`src/rtl/intdiv_sd2_conv.sv`:
```
// On-the-fly converter from an MSB-first SD2 quotient digit stream to a (W+1)-bit
// two's complement quotient, keeping Q and Q-1 so each digit is a pure shift-append.
module intdiv_sd2_conv #(
    parameter int unsigned W = 8
) (
    input  logic         clk,
    input  logic         rst_n,
    input  logic         start,
    input  logic         digit_valid,
    input  logic [1:0]   digit,
    output logic         digit_ready,
    output logic [W:0]   q,
    output logic         q_neg,
    output logic         q_zero,
    output logic         q_valid,
    input  logic         q_ready,
    output logic         busy
);

    localparam int unsigned CW = $clog2(W) + 1;

    typedef enum logic [1:0] {StIdle, StConv, StDone} state_e;

    state_e        state_q, state_d;
    logic [W:0]    acc_q, acc_d;
    logic [W:0]    accm_q, accm_d;
    logic [CW-1:0] cnt_q, cnt_d;
    logic [W:0]    q_q, q_d;
    logic          q_neg_q, q_neg_d;
    logic          q_zero_q, q_zero_d;
    logic          q_valid_q, q_valid_d;

    logic          accept;
    logic          d_pos;
    logic          d_neg;
    logic [W:0]    acc_upd;
    logic [W:0]    accm_upd;

    assign d_pos  = (digit == 2'b10);
    assign d_neg  = (digit == 2'b01);
    assign accept = (state_q == StConv) && digit_valid;

    // Both encodings of zero (00 and 11) fall through to the zero-digit update.
    always_comb begin
        acc_upd  = {acc_q[W-1:0], 1'b0};
        accm_upd = {accm_q[W-1:0], 1'b1};
        if (d_pos) begin
            acc_upd  = {acc_q[W-1:0], 1'b1};
            accm_upd = {acc_q[W-1:0], 1'b0};
        end else if (d_neg) begin
            acc_upd  = {accm_q[W-1:0], 1'b1};
            accm_upd = {accm_q[W-1:0], 1'b0};
        end
    end

    always_comb begin
        state_d   = state_q;
        acc_d     = acc_q;
        accm_d    = accm_q;
        cnt_d     = cnt_q;
        q_d       = q_q;
        q_neg_d   = q_neg_q;
        q_zero_d  = q_zero_q;
        q_valid_d = q_valid_q;

        if (start) begin
            // Start wins over any digit or q_ready in the same cycle.
            state_d   = StConv;
            acc_d     = '0;
            accm_d    = '1;
            cnt_d     = '0;
            q_d       = '0;
            q_neg_d   = 1'b0;
            q_zero_d  = 1'b0;
            q_valid_d = 1'b0;
        end else begin
            unique case (state_q)
                StIdle: begin
                end
                StConv: begin
                    if (accept) begin
                        acc_d  = acc_upd;
                        accm_d = accm_upd;
                        cnt_d  = cnt_q + 1'b1;
                        if (cnt_q == CW'(W - 1)) begin
                            state_d   = StDone;
                            q_d       = acc_upd;
                            q_neg_d   = acc_upd[W];
                            q_zero_d  = (acc_upd == '0);
                            q_valid_d = 1'b1;
                        end
                    end
                end
                StDone: begin
                    if (q_ready) begin
                        state_d   = StIdle;
                        q_valid_d = 1'b0;
                    end
                end
                default: begin
                    state_d   = StIdle;
                    q_valid_d = 1'b0;
                end
            endcase
        end
    end

    always_ff @(posedge clk or negedge rst_n) begin
        if (!rst_n) begin
            state_q   <= StIdle;
            acc_q     <= '0;
            accm_q    <= '1;
            cnt_q     <= '0;
            q_q       <= '0;
            q_neg_q   <= 1'b0;
            q_zero_q  <= 1'b0;
            q_valid_q <= 1'b0;
        end else begin
            state_q   <= state_d;
            acc_q     <= acc_d;
            accm_q    <= accm_d;
            cnt_q     <= cnt_d;
            q_q       <= q_d;
            q_neg_q   <= q_neg_d;
            q_zero_q  <= q_zero_d;
            q_valid_q <= q_valid_d;
        end
    end

    assign digit_ready = (state_q == StConv);
    assign busy        = (state_q == StConv);
    assign q           = q_q;
    assign q_neg       = q_neg_q;
    assign q_zero      = q_zero_q;
    assign q_valid     = q_valid_q;

endmodule
```
`config.mk`:
```
export PLATFORM = sky130hd
export DESIGN_NAME = intdiv_sd2_conv
export DESIGN_NICKNAME = d
export VERILOG_FILES = /design/src/rtl/intdiv_sd2_conv.sv
export SDC_FILE = /design/constraint.sdc
export NUM_CORES = 1
export LEC_CHECK = 0
export CAP_MARGIN = 25
export CORE_MARGIN = 3
export CORE_UTILIZATION = 40
export CTS_CLUSTER_DIAMETER = 120
export CTS_CLUSTER_SIZE = 14
export DETAILED_ROUTE_END_ITERATION = 8
export PLACE_DENSITY = 0.66
export SLEW_MARGIN = 20
export SYNTH_ARGS = -nofsm -noshare
export SYNTH_HDL_FRONTEND = slang
export SYNTH_SLANG_ARGS = --single-unit
export TNS_END_PERCENT = 50
```
`constraint.sdc`:
```
create_clock -name clk -period 1.7 [get_ports clk]
set_input_delay 0.17 -clock clk [delete_from_list [all_inputs] [get_ports clk]]
set_output_delay 0.17 -clock clk [all_outputs]
set_load 0.005 [all_outputs]
```
# Yosys cells after proc, flatten, opt, wreduce, memory -nomap -nowiden
# Cells that the tools add are included.
# word_totals
ff_bits	34
elab_cells	62
# op_classes
addsub	1
n_eq_ne	9
n_mux	35
reduce_logical	9
# ops
op	n
8-bit 2-to-1 mux	7
9-bit 2-to-1 mux	6
1-bit 2-to-1 mux	13
4-bit 2-to-1 mux	3
9-bit zero test	1
2-bit 2-to-1 mux	4
3-bit by 2-bit != test with 1-bit output, second input constant	2
2-bit case mux with 3 select lines	1
2-bit nonzero test	3
4-bit by 1-bit adder with 4-bit output, second input constant	1
2-bit by 1-bit == test with 1-bit output, second input constant	2
2-bit == test, second input constant	2
4-bit by 3-bit == test with 1-bit output, second input constant	1
4-bit AND reduction	1
3-bit != test, second input constant	1
1-bit case mux with 3 select lines	1
3-bit AND reduction	1
2-bit zero test	1
2-bit != test, second input constant	1
2-bit AND reduction	1
1-bit logical AND	1

# Longest topological paths before layout
# Gate-level depths: netlist of run 1.
# logic_depth
word_depth	8
mapped_depth	8
mapped_depth_nobuf	6

# Worst setup path before layout of run 1
# OpenSTA, ideal clock, no wires.
# synth_timing
path_type	reg2reg
start	register cnt_q[0]
end	register q_q[0], in the netlist q[0]
setup_ps	132
arrival_time_ps	1277
required_ps	1568
setup_slack_ps	291
path_stages_with_launch	7
n_path_buf	1
synth_period_minus_slack_ps	1409
cell_sequence	dfrtp_1 -> ha_1 -> nand4b_1 -> nor3b_2 -> buf_2 -> mux2i_1 -> nor2_1
# synth_via
elab_chain_len	3
# synth_rtl
element	line_no	source
from (decl)	27	logic [CW-1:0] cnt_q, cnt_d;
from (signal assigned)	122	cnt_q <= cnt_d;
4-bit by 3-bit == test with 1-bit output	85	if (cnt_q == CW'(W - 1)) begin
2-bit nonzero test (no line)	--	
3-bit AND reduction (no line)	--	
to (signal assigned)	123	q_q <= q_d;
to (decl)	28	logic [W:0] q_q, q_d;
# Every way passes these cells.
# A chain may end at the register's enable or synchronous reset.

# Worst setup path in the final report of run 1
# layout_timing
start	register state_q[1]
end	output busy
# layout_via
elab_chain_len	1
# layout_rtl
element	line_no	source
from (decl)	24	state_e state_q, state_d;
from (signal assigned)	110	state_q <= StIdle;
from (signal assigned)	119	state_q <= state_d;
2-bit by 1-bit == test with 1-bit output	131	assign busy = (state_q == StConv);
to (decl)	17	output logic busy
# Every way passes these cells.

==> flow_summary.ini, run 1 <==
[outcome]
status = finished clean

[die]
die_x_um = 69.18
io_pins = 21
die_h_um = 69.18
die_area_mm2 = 0.004785
start_util_pct = 42.65
rows = 22
coreArea_mm2 = 0.003744

[sta]
fin_crit_sh_pct = 96.56
slew_headroom_pct = 72.95
worstMarginPinSlew_ps = 405.7
finClkSkew_ps = 7.094
period_minus_slack_ps = 1642
whs_ps = 304.7
hold_viol = 0
drv_slew = 0
finalSetupViolCount = 0
rsz0062_at_grt = true
fin_ws_ps = 58.45
max_freq_ghz = 0.6092

[routing]
dr.pass1.iters = 4
drt_iter0_drc = 35
ant_nets = 0
num_vias = 1131
vias_per_cell = 5.118
wl_um = 3175
wire_per_inst_um = 14.37
drc_errors = 0

[yosys]
ys.flop_type = dfrtp_1
synth_edf_count = 0
synth_nets = 158
syn_avg_cell_area_um2 = 10.86
syn_inst = 147
yosysSeqAreaShare_pct = 50.78
ys_seq_elements = 32
syn_area_mm2 = 0.001597
synth-async-reset-ratio_pct = 100.0
yosysWarnings = 0
synth_cell_types = 32

[layout]
final_nets = 183
final_common_cell = nor2_1
seq_area_um2 = 810.8
drive_gt1_share_pct = 18.50
syn2layout_area_growth_pct = 23.75
final_cell_area_mm2 = 0.001976
postLayoutCoreUtil_pct = 52.77
layout_common_cells = nor2_1 (28), dfrtp_1 (24), clkdlybuf4s50_1 (20), mux2i_1 (17), a211oi_1 (14)
fillers = 361
multi_input_area_um2 = 711.9
diodes = 0

[global_routing]
track_usage_pct = 14.13
overflow = 0
grt_pass1_wl_um = 5609
grt_pass1_vias = 1215
grt_max_degree = 33
antenna_found_initial = 0

[clock_tree]
cts_tree = done
clock_path_buffers = 2
cts.sinks = 32
h-tree-depth = 2
clk_latency_ps = 270
clk_pin_slew_ps = 70
cts-root-buf = clkbuf_8
cts_buffers = 5
hold_buffers = 0

[critical_path]
start_kind = register
cp_data_arrival_time_ps = 1470
critPathCaptureType = output pin
cp_max_fo = 5
timing.critical_path.buf_inv = 1
cp_top_family = buffers and inverters
path_cells = and2b_2, clkdlybuf4s50_1
crit_slowest_cell = clkdlybuf4s50_1
path_class = register to output pin
r2r_setup_slack_ps = 100
cpPeakStageDelay_ps = 510
crit_required_ps = 1530

[placed_design]
post-dp-hpwl_um = 2220
post-place-ws_ps = -106.4
post_dp_cell_area_mm2 = 0.001881
gp_congestion = 0.7480
io_buffers = 20

[hold_path]
hold_path_class = primary input to asynchronous set/reset pin

[flow_run]
cap_violations = 0

[power]
power_density_mw_per_mm2 = 793.5
vdd_drop_max_v = 0.0004762
leakage_uw = 0.0008629
## Yosys cell counts (2+ instances only)
master,number,area share [%]
nor2_1,28,6.6
inv_1,3,0.71
mux2i_1,17,11
a211oi_1,15,7.1
ha_1,4,3.1
a211o_1,6,3.3
nand2_1,5,1.2
xor2_1,2,1.1
buf_4,5,2.4
dfrtp_1,24,38
buf_2,4,1.3
dfstp_2,8,13
clkbuf_1,3,0.71
nand2b_1,3,1.2
a21oi_1,3,0.94
## cell type report
class / instances / share of cell area [%]
clock buffers: 7 / 3.863
multi-input cells: 100 / 36.04
repair buffers: 30 / 15.20
flip-flops and latches: 32 / 41.04
well taps: 48 / 3.040
clock inverters: 1 / 0.2533
inverters: 3 / 0.5700
## cell families after synthesis
logic type	Yosys count	synth area share [%]
xor gates and xnor gates	3	1.646
muxes	17	10.66
AOI/OAI and AO/OA	28	13.64
DFF	32	50.78
buffers and inverters	15	5.016
and+or+nand+nor	48	15.13
adders and majority gates	4	3.135
## metrics by stage
step	cells	TNS [ps]	total power, µW
final	221	0	1568
after global routing	221	-50.64	1659
after CTS	220	0	1593
after detailed placement	212	-883.0	1047
after global placement	212	-414.1	1040
after floorplan	147	0	967.6
## state kept, by name, summed over array words and instances (netlist names)
signal / cells
acc_q: 8
accm_q: 8
cnt_q: 4
q: 9
q_zero: 1
state_q: 2
## per-layer routing
layer	vias up	track usage, %	part of all wire, %
li1	565	-	-
met1	542	17.35	43
met2	20	25.32	52
met3	4	2.899	3.7
met4	0	3.254	0.72
met5	-	0	0
## power by group
| part | internal (µW) | switching, µW | leakage, µW |
|---|---|---|---|
| sequential | 807 | 35.0 | 0.000406 |
| combinational | 87.9 | 102 | 0.000414 |
| clock | 287 | 249 | 0.0000422 |
| total | 1180 | 386 | 0.000863 |
## path summary, 6_finish.rpt
kind	to	depth (start not counted)	startpoint
setup / recovery	busy	2	state_q[1]
setup reg to reg	q[8]	6	cnt_q[0]
min in group clk	accm_q[0]	2	accm_q[0]
max in group asynchronous	accm_q[0]	2	rst_n
hold reg to reg	accm_q[0]	2	accm_q[0]
hold / removal	q[6]	2	rst_n
## timing repair
item,4_1_cts,5_1_grt
resized for setup,0,2
endpoints found under the setup margin,0,8
setup buffers,0,1
Power figures use the tool's default switching activity.
==> run 2: changes to the inputs <==
--- a/config.mk
+++ b/config.mk
@@ -11,7 +11,7 @@
 export CTS_CLUSTER_DIAMETER = 120
 export CTS_CLUSTER_SIZE = 14
 export DETAILED_ROUTE_END_ITERATION = 8
-export PLACE_DENSITY = 0.66
+export PLACE_DENSITY = 0.68
 export SLEW_MARGIN = 20
 export SYNTH_ARGS = -nofsm -noshare
 export SYNTH_HDL_FRONTEND = slang
==> constraint.sdc (replaced) <==
create_clock -name clk -period 1.4 [get_ports clk]
set_input_delay 0.14 -clock clk [delete_from_list [all_inputs] [get_ports clk]]
set_output_delay 0.14 -clock clk [all_outputs]
set_load 0.005 [all_outputs]
==> run 2 against run 1 <==
  * The flow now finishes with violations (setup timing)
  * Sequential power is 20% higher
  * Final area is 12% higher
  * Register-to-register slack worse by 240 ps
  * Non-clock buffer count is 16 higher
  * Die area stayed put
  * Critical path type is now register to register
==> flow_summary.ini, run 2 (synthesized netlist as in run 1, its figures left out) <==
[clock_tree]
cts_tree = done
cts_buffers = 5
clock_path_buffers = 2
cts-root-buf = clkbuf_8
clk_latency_ps = 280
cts.sinks = 32
hold_buffers = 0
h-tree-depth = 2
clk_pin_slew_ps = 70

[sta]
drv_slew = 0
setup_tns_ps = -1191
finClkSkew_ps = 5.489
slew_headroom_pct = 78.37
whs_ps = 229.8
fin_ws_ps = -138.7
hold_viol = 0
worstMarginPinSlew_ps = 315.5
rsz0062_at_grt = true
period_minus_slack_ps = 1539
finalSetupViolCount = 11
fin_crit_sh_pct = 109.9
max_freq_ghz = 0.6499

[layout]
final_common_cell = nor2_1
layout_common_cells = nor2_1 (28), dfrtp_1 (24), buf_4 (20), clkdlybuf4s50_1 (17), mux2i_1 (15)
final_nets = 199
fillers = 343
seq_area_um2 = 810.8
largest_reg_flops = 9
final_cell_area_mm2 = 0.002220
multi_input_area_um2 = 762.0
syn2layout_area_growth_pct = 39.03
postLayoutCoreUtil_pct = 59.29
diodes = 0
drive_gt1_share_pct = 31.22

[critical_path]
reg2reg_to = q[8]
crit_slowest_cell = dfrtp_1
crit_start = cnt_q[0]
cp_max_fo = 17
cp_data_arrival_time_ps = 1730
path_class = register to register
crit_required_ps = 1600
path_cells = ha_2, nand4b_1, nor3b_2, buf_12, nor2_1, a211oi_2
r2r_setup_slack_ps = -140
worstRegToRegCells = 6
start_kind = register
critPathCaptureType = register
r2r_start = cnt_q[0]
cpPeakStageDelay_ps = 360

[routing]
wl_um = 3525
dr.pass1.iters = 4
vias_per_cell = 5.224
wire_per_inst_um = 14.87
num_vias = 1238
drc_errors = 0
ant_nets = 0
drt_iter0_drc = 38

[die]
die_area_mm2 = 0.004785
die_h_um = 69.18
start_util_pct = 42.65
die_x_um = 69.18
coreArea_mm2 = 0.003744
rows = 22
io_pins = 21

[placed_design]
gp_congestion = 0.8615
post_dp_cell_area_mm2 = 0.002003
post-dp-hpwl_um = 2514
io_buffers = 20

[power]
power_density_mw_per_mm2 = 1027
power_uw = 2279
leakage_uw = 0.0009833
vdd_drop_max_v = 0.0005664

[outcome]
violations = setup timing
status = finished, violations left

[global_routing]
grt_pass1_vias = 1322
overflow = 0
grt_pass1_wl_um = 6147
track_usage_pct = 15.69
grt_max_degree = 33
antenna_found_initial = 0

[hold_path]
hold_path_class = primary input to asynchronous set/reset pin

[flow_run]
cap_violations = 0
run 2: cell types whose count changed in the layout (fill, tap and decap cells not counted), sizes merged:
cell	change
buf	+16
clkdlybuf4s50	-3
dlygate4sd2	+3
bufinv	+1
clkinv	-1
run 2: cell type report:
class | count | share of cell area [%]
Inverter | 3 | 0.5073
Clock inverter | 1 | 1.353
Clock buffer | 7 | 4.340
Multi-Input combinational cell | 100 | 34.33
Timing Repair Buffer | 46 | 20.24
Tap cell | 48 | 2.706
Sequential cell | 32 | 36.53
run 2: power breakdown:
part | total [µW] | internal [µW] | switching, µW
clock network | 964 | 628 | 336
logic | 301 | 150 | 152
registers | 1010 | 980 | 34.4
total | 2280 | 1760 | 522
run 2: per-layer routing:
layer / routed length, µm / share of wire (%) / vias to the layer above / global-route usage (%)
met5: 0 / 0 / - / 0
li1: - / - / 594 / -
met3: 129 / 3.7 / 6 / 3.478
met4: 48 / 1.4 / 0 / 5.423
met2: 1945 / 55 / 33 / 29.03
met1: 1402 / 40 / 605 / 17.54
run 2: metrics by stage:
| step | worst slack, ps | cells |
|---|---|---|
| final | -138.7 | 237 |
| after global routing | -213.9 | 237 |
| after CTS | -176.5 | 236 |
| after detailed placement | -393.8 | 225 |
| after global placement | -330.3 | 225 |
| after floorplan | 25.76 | 147 |
run 2: critical path, delay by kind of cell, from the launching register on:
kind                       cells  cell delay (ps)
and+or+nand+nor                3              520
DFF                            1              360
AOI/OAI and AO/OA              1              210
adders and majority gates      1              190
buffers and inverters          1              180
run 2: worst max-delay path by stage:
stage	endpoint	slack (ps)	cells after the start
floorplan	q[0]	30	6
global placement	q[2]	-330	7
detailed placement	q_zero	-390	8
CTS	q[8]	-180	6
global route	q[1]	-210	6
finish	q[8]	-140	6
run 2: repair_timing:
action | in CTS | in global routing
setup buffers | 3 | 1
pin swaps | 2 | 1
gates cloned | 0 | 0
setup endpoints to repair | 19 | 27
gates resized for setup | 10 | 9
hold endpoints to repair | 0 | 0
==> run 3: changes to the inputs <==
--- a/config.mk
+++ b/config.mk
@@ -11,6 +11,7 @@
 export CTS_CLUSTER_DIAMETER = 120
 export CTS_CLUSTER_SIZE = 14
 export DETAILED_ROUTE_END_ITERATION = 8
+export GPL_TIMING_DRIVEN = 0
 export PLACE_DENSITY = 0.68
 export SLEW_MARGIN = 20
 export SYNTH_ARGS = -nofsm -noshare
==> run 3 against run 2 <==
  * The flow still finishes with violations (setup timing)
  * First-iteration DRC count is 47% higher
  * Cell count is 1.7% lower
  * Wire length is 3.8% higher
  * Count of clock-buffer cells in the layout stayed put
  * Clock power is 0.9% lower
  * Critical path depth stayed put
  * Non-clock buffer count is 4 lower
  * Clock skew is 2.5 ps lower
  * Setup slack worse by 48 ps
  * Via count is 0.16% higher
  * Core utilization is 1.1 points lower
  * Global-route usage is 0.60 points higher
==> flow_summary.ini, run 3 (synthesized netlist as in run 1, its figures left out) <==
[critical_path]
crit_required_ps = 1550
crit_slowest_cell = dfrtp_1
path_class = register to register
start_kind = register
r2r_setup_slack_ps = -190
reg2reg_to = q[0]
critPathCaptureType = register
crit_start = cnt_q[1]
critPathCapture = q[0]
path_cells = ha_2, nand4b_1, nor3b_2, buf_6, mux2i_1, nor2_1
worstRegToRegCells = 6
r2r_start = cnt_q[1]
cp_data_arrival_time_ps = 1730
cpPeakStageDelay_ps = 380
cp_max_fo = 10

[clock_tree]
cts.sinks = 32
h-tree-depth = 2
cts_buffers = 5
clk_latency_ps = 280
cts-root-buf = clkbuf_8
clk_pin_slew_ps = 60
clock_path_buffers = 2
cts_tree = done

[die]
io_pins = 21
start_util_pct = 42.65
die_h_um = 69.18
rows = 22
die_area_mm2 = 0.004785
coreArea_mm2 = 0.003744
die_x_um = 69.18

[routing]
num_vias = 1240
drc_errors = 0
wl_met2_um = 1907
vias_per_cell = 5.322
wl_met3_um = 137
top_layer_used = met4
drt_iter0_drc = 56
wl_met1_um = 1577
dr.pass1.iters = 4
wire_per_inst_um = 15.71
ant_nets = 0
wl_um = 3660

[power]
leakage_uw = 0.0009552
vdd_drop_max_v = 0.0005576
power_density_mw_per_mm2 = 1034

[layout]
drive_gt1_share_pct = 29.73
final_common_cell = nor2_1
largest_reg_flops = 9
final_nets = 195
layout_common_cells = nor2_1 (28), dfrtp_1 (24), mux2i_1 (15), clkdlybuf4s50_1 (13), buf_4 (12)
fillers = 328
syn2layout_area_growth_pct = 36.44
diodes = 0

[sta]
setup_tns_ps = -1488
period_minus_slack_ps = 1587
rsz0062_at_grt = true
drv_slew = 0
hold_viol = 0
slew_headroom_pct = 53.27
finalSetupViolCount = 12
fin_crit_sh_pct = 113.4
finClkSkew_ps = 3.015
fin_ws_ps = -187.1
max_freq_ghz = 0.6301
worstMarginPinSlew_ps = 701.0

[flow_run]
cap_violations = 0

[global_routing]
track_usage_pct = 16.29
grt_pass1_wl_um = 6258
grt_pass1_vias = 1335
grt_max_degree = 33
antenna_found_initial = 0
overflow = 0

[placed_design]
post-place-ws_ps = -608.0
post-dp-hpwl_um = 2438
gp_congestion = 0.8496
io_buffers = 20

[outcome]
violations = setup timing
status = finished, violations left

[hold_path]
hold_path_class = primary input to register
## run 3: worst min-delay path by stage
stage | start | end | depth (start not counted)
after detailed placement | rst_n | acc_q[0] | 1
final | digit[1] | accm_q[0] | 4
after floorplan | rst_n | acc_q[0] | 0
after global placement | accm_q[0] | accm_q[0] | 2
after CTS | rst_n | acc_q[0] | 2
after global routing | digit[1] | accm_q[0] | 4
## run 3: what timing repair did
| action | 4_1_cts | 5_1_grt |
|---|---|---|
| setup buffers | 5 | 3 |
| hold buffers | 1 | 0 |
| gates resized for setup | 18 | 16 |
| pin swaps | 6 | 0 |
| endpoints found under the hold margin | 24 | 0 |
| gates cloned | 0 | 1 |
| setup endpoints to repair | 29 | 29 |
## run 3: per-layer routing
metal  vias to the layer above  global-route usage (%)
met3                         6                   5.072
met4                         0                   5.206
met5                         -                       0
met2                        27                   27.97
met1                       615                   19.37
li1                        592                       -
## run 3: critical path: cells and delay by family, from the launching register on
| family | cells | cell delay (ps) |
|---|---|---|
| fa+ha+maj | 1 | 200 |
| buf+inv | 1 | 180 |
| flops | 1 | 380 |
| mux | 1 | 210 |
| simple gates | 3 | 470 |
## run 3: per-stage QoR
step                      utilization (%)  hold WS, ps  power, µW  cell area (µm²)  std cells
after floorplan                         -       -155.6       1175             1599        147
after global routing                58.19        408.9       2364             2178        233
after detailed placement            49.53        229.6       1261             1854        215
after CTS                           55.21        476.4       2247             2067        229
final                               58.19        374.8       2252             2178        233
after global placement              49.67        469.3       1253             1859        215
## run 3: layout make-up
| type | instances | area (µm²) | share of cell area (%) |
|---|---|---|---|
| Clock inverter | 1 | 30.03 | 1.379 |
| Clock buffer | 7 | 96.34 | 4.423 |
| Inverter | 3 | 11.26 | 0.5169 |
| Tap cell | 48 | 60.06 | 2.757 |
| Sequential cell | 32 | 810.8 | 37.22 |
| Buffer | 12 | 108.9 | 4.997 |
| Multi-Input combinational cell | 100 | 777.0 | 35.67 |
| Timing Repair Buffer | 30 | 284.0 | 13.04 |
## run 3: where the power goes
part           switching, µW  internal, µW  leakage [µW]
logic                    145           128      0.000484
registers               44.4           980      0.000406
clock network            327           627     0.0000645
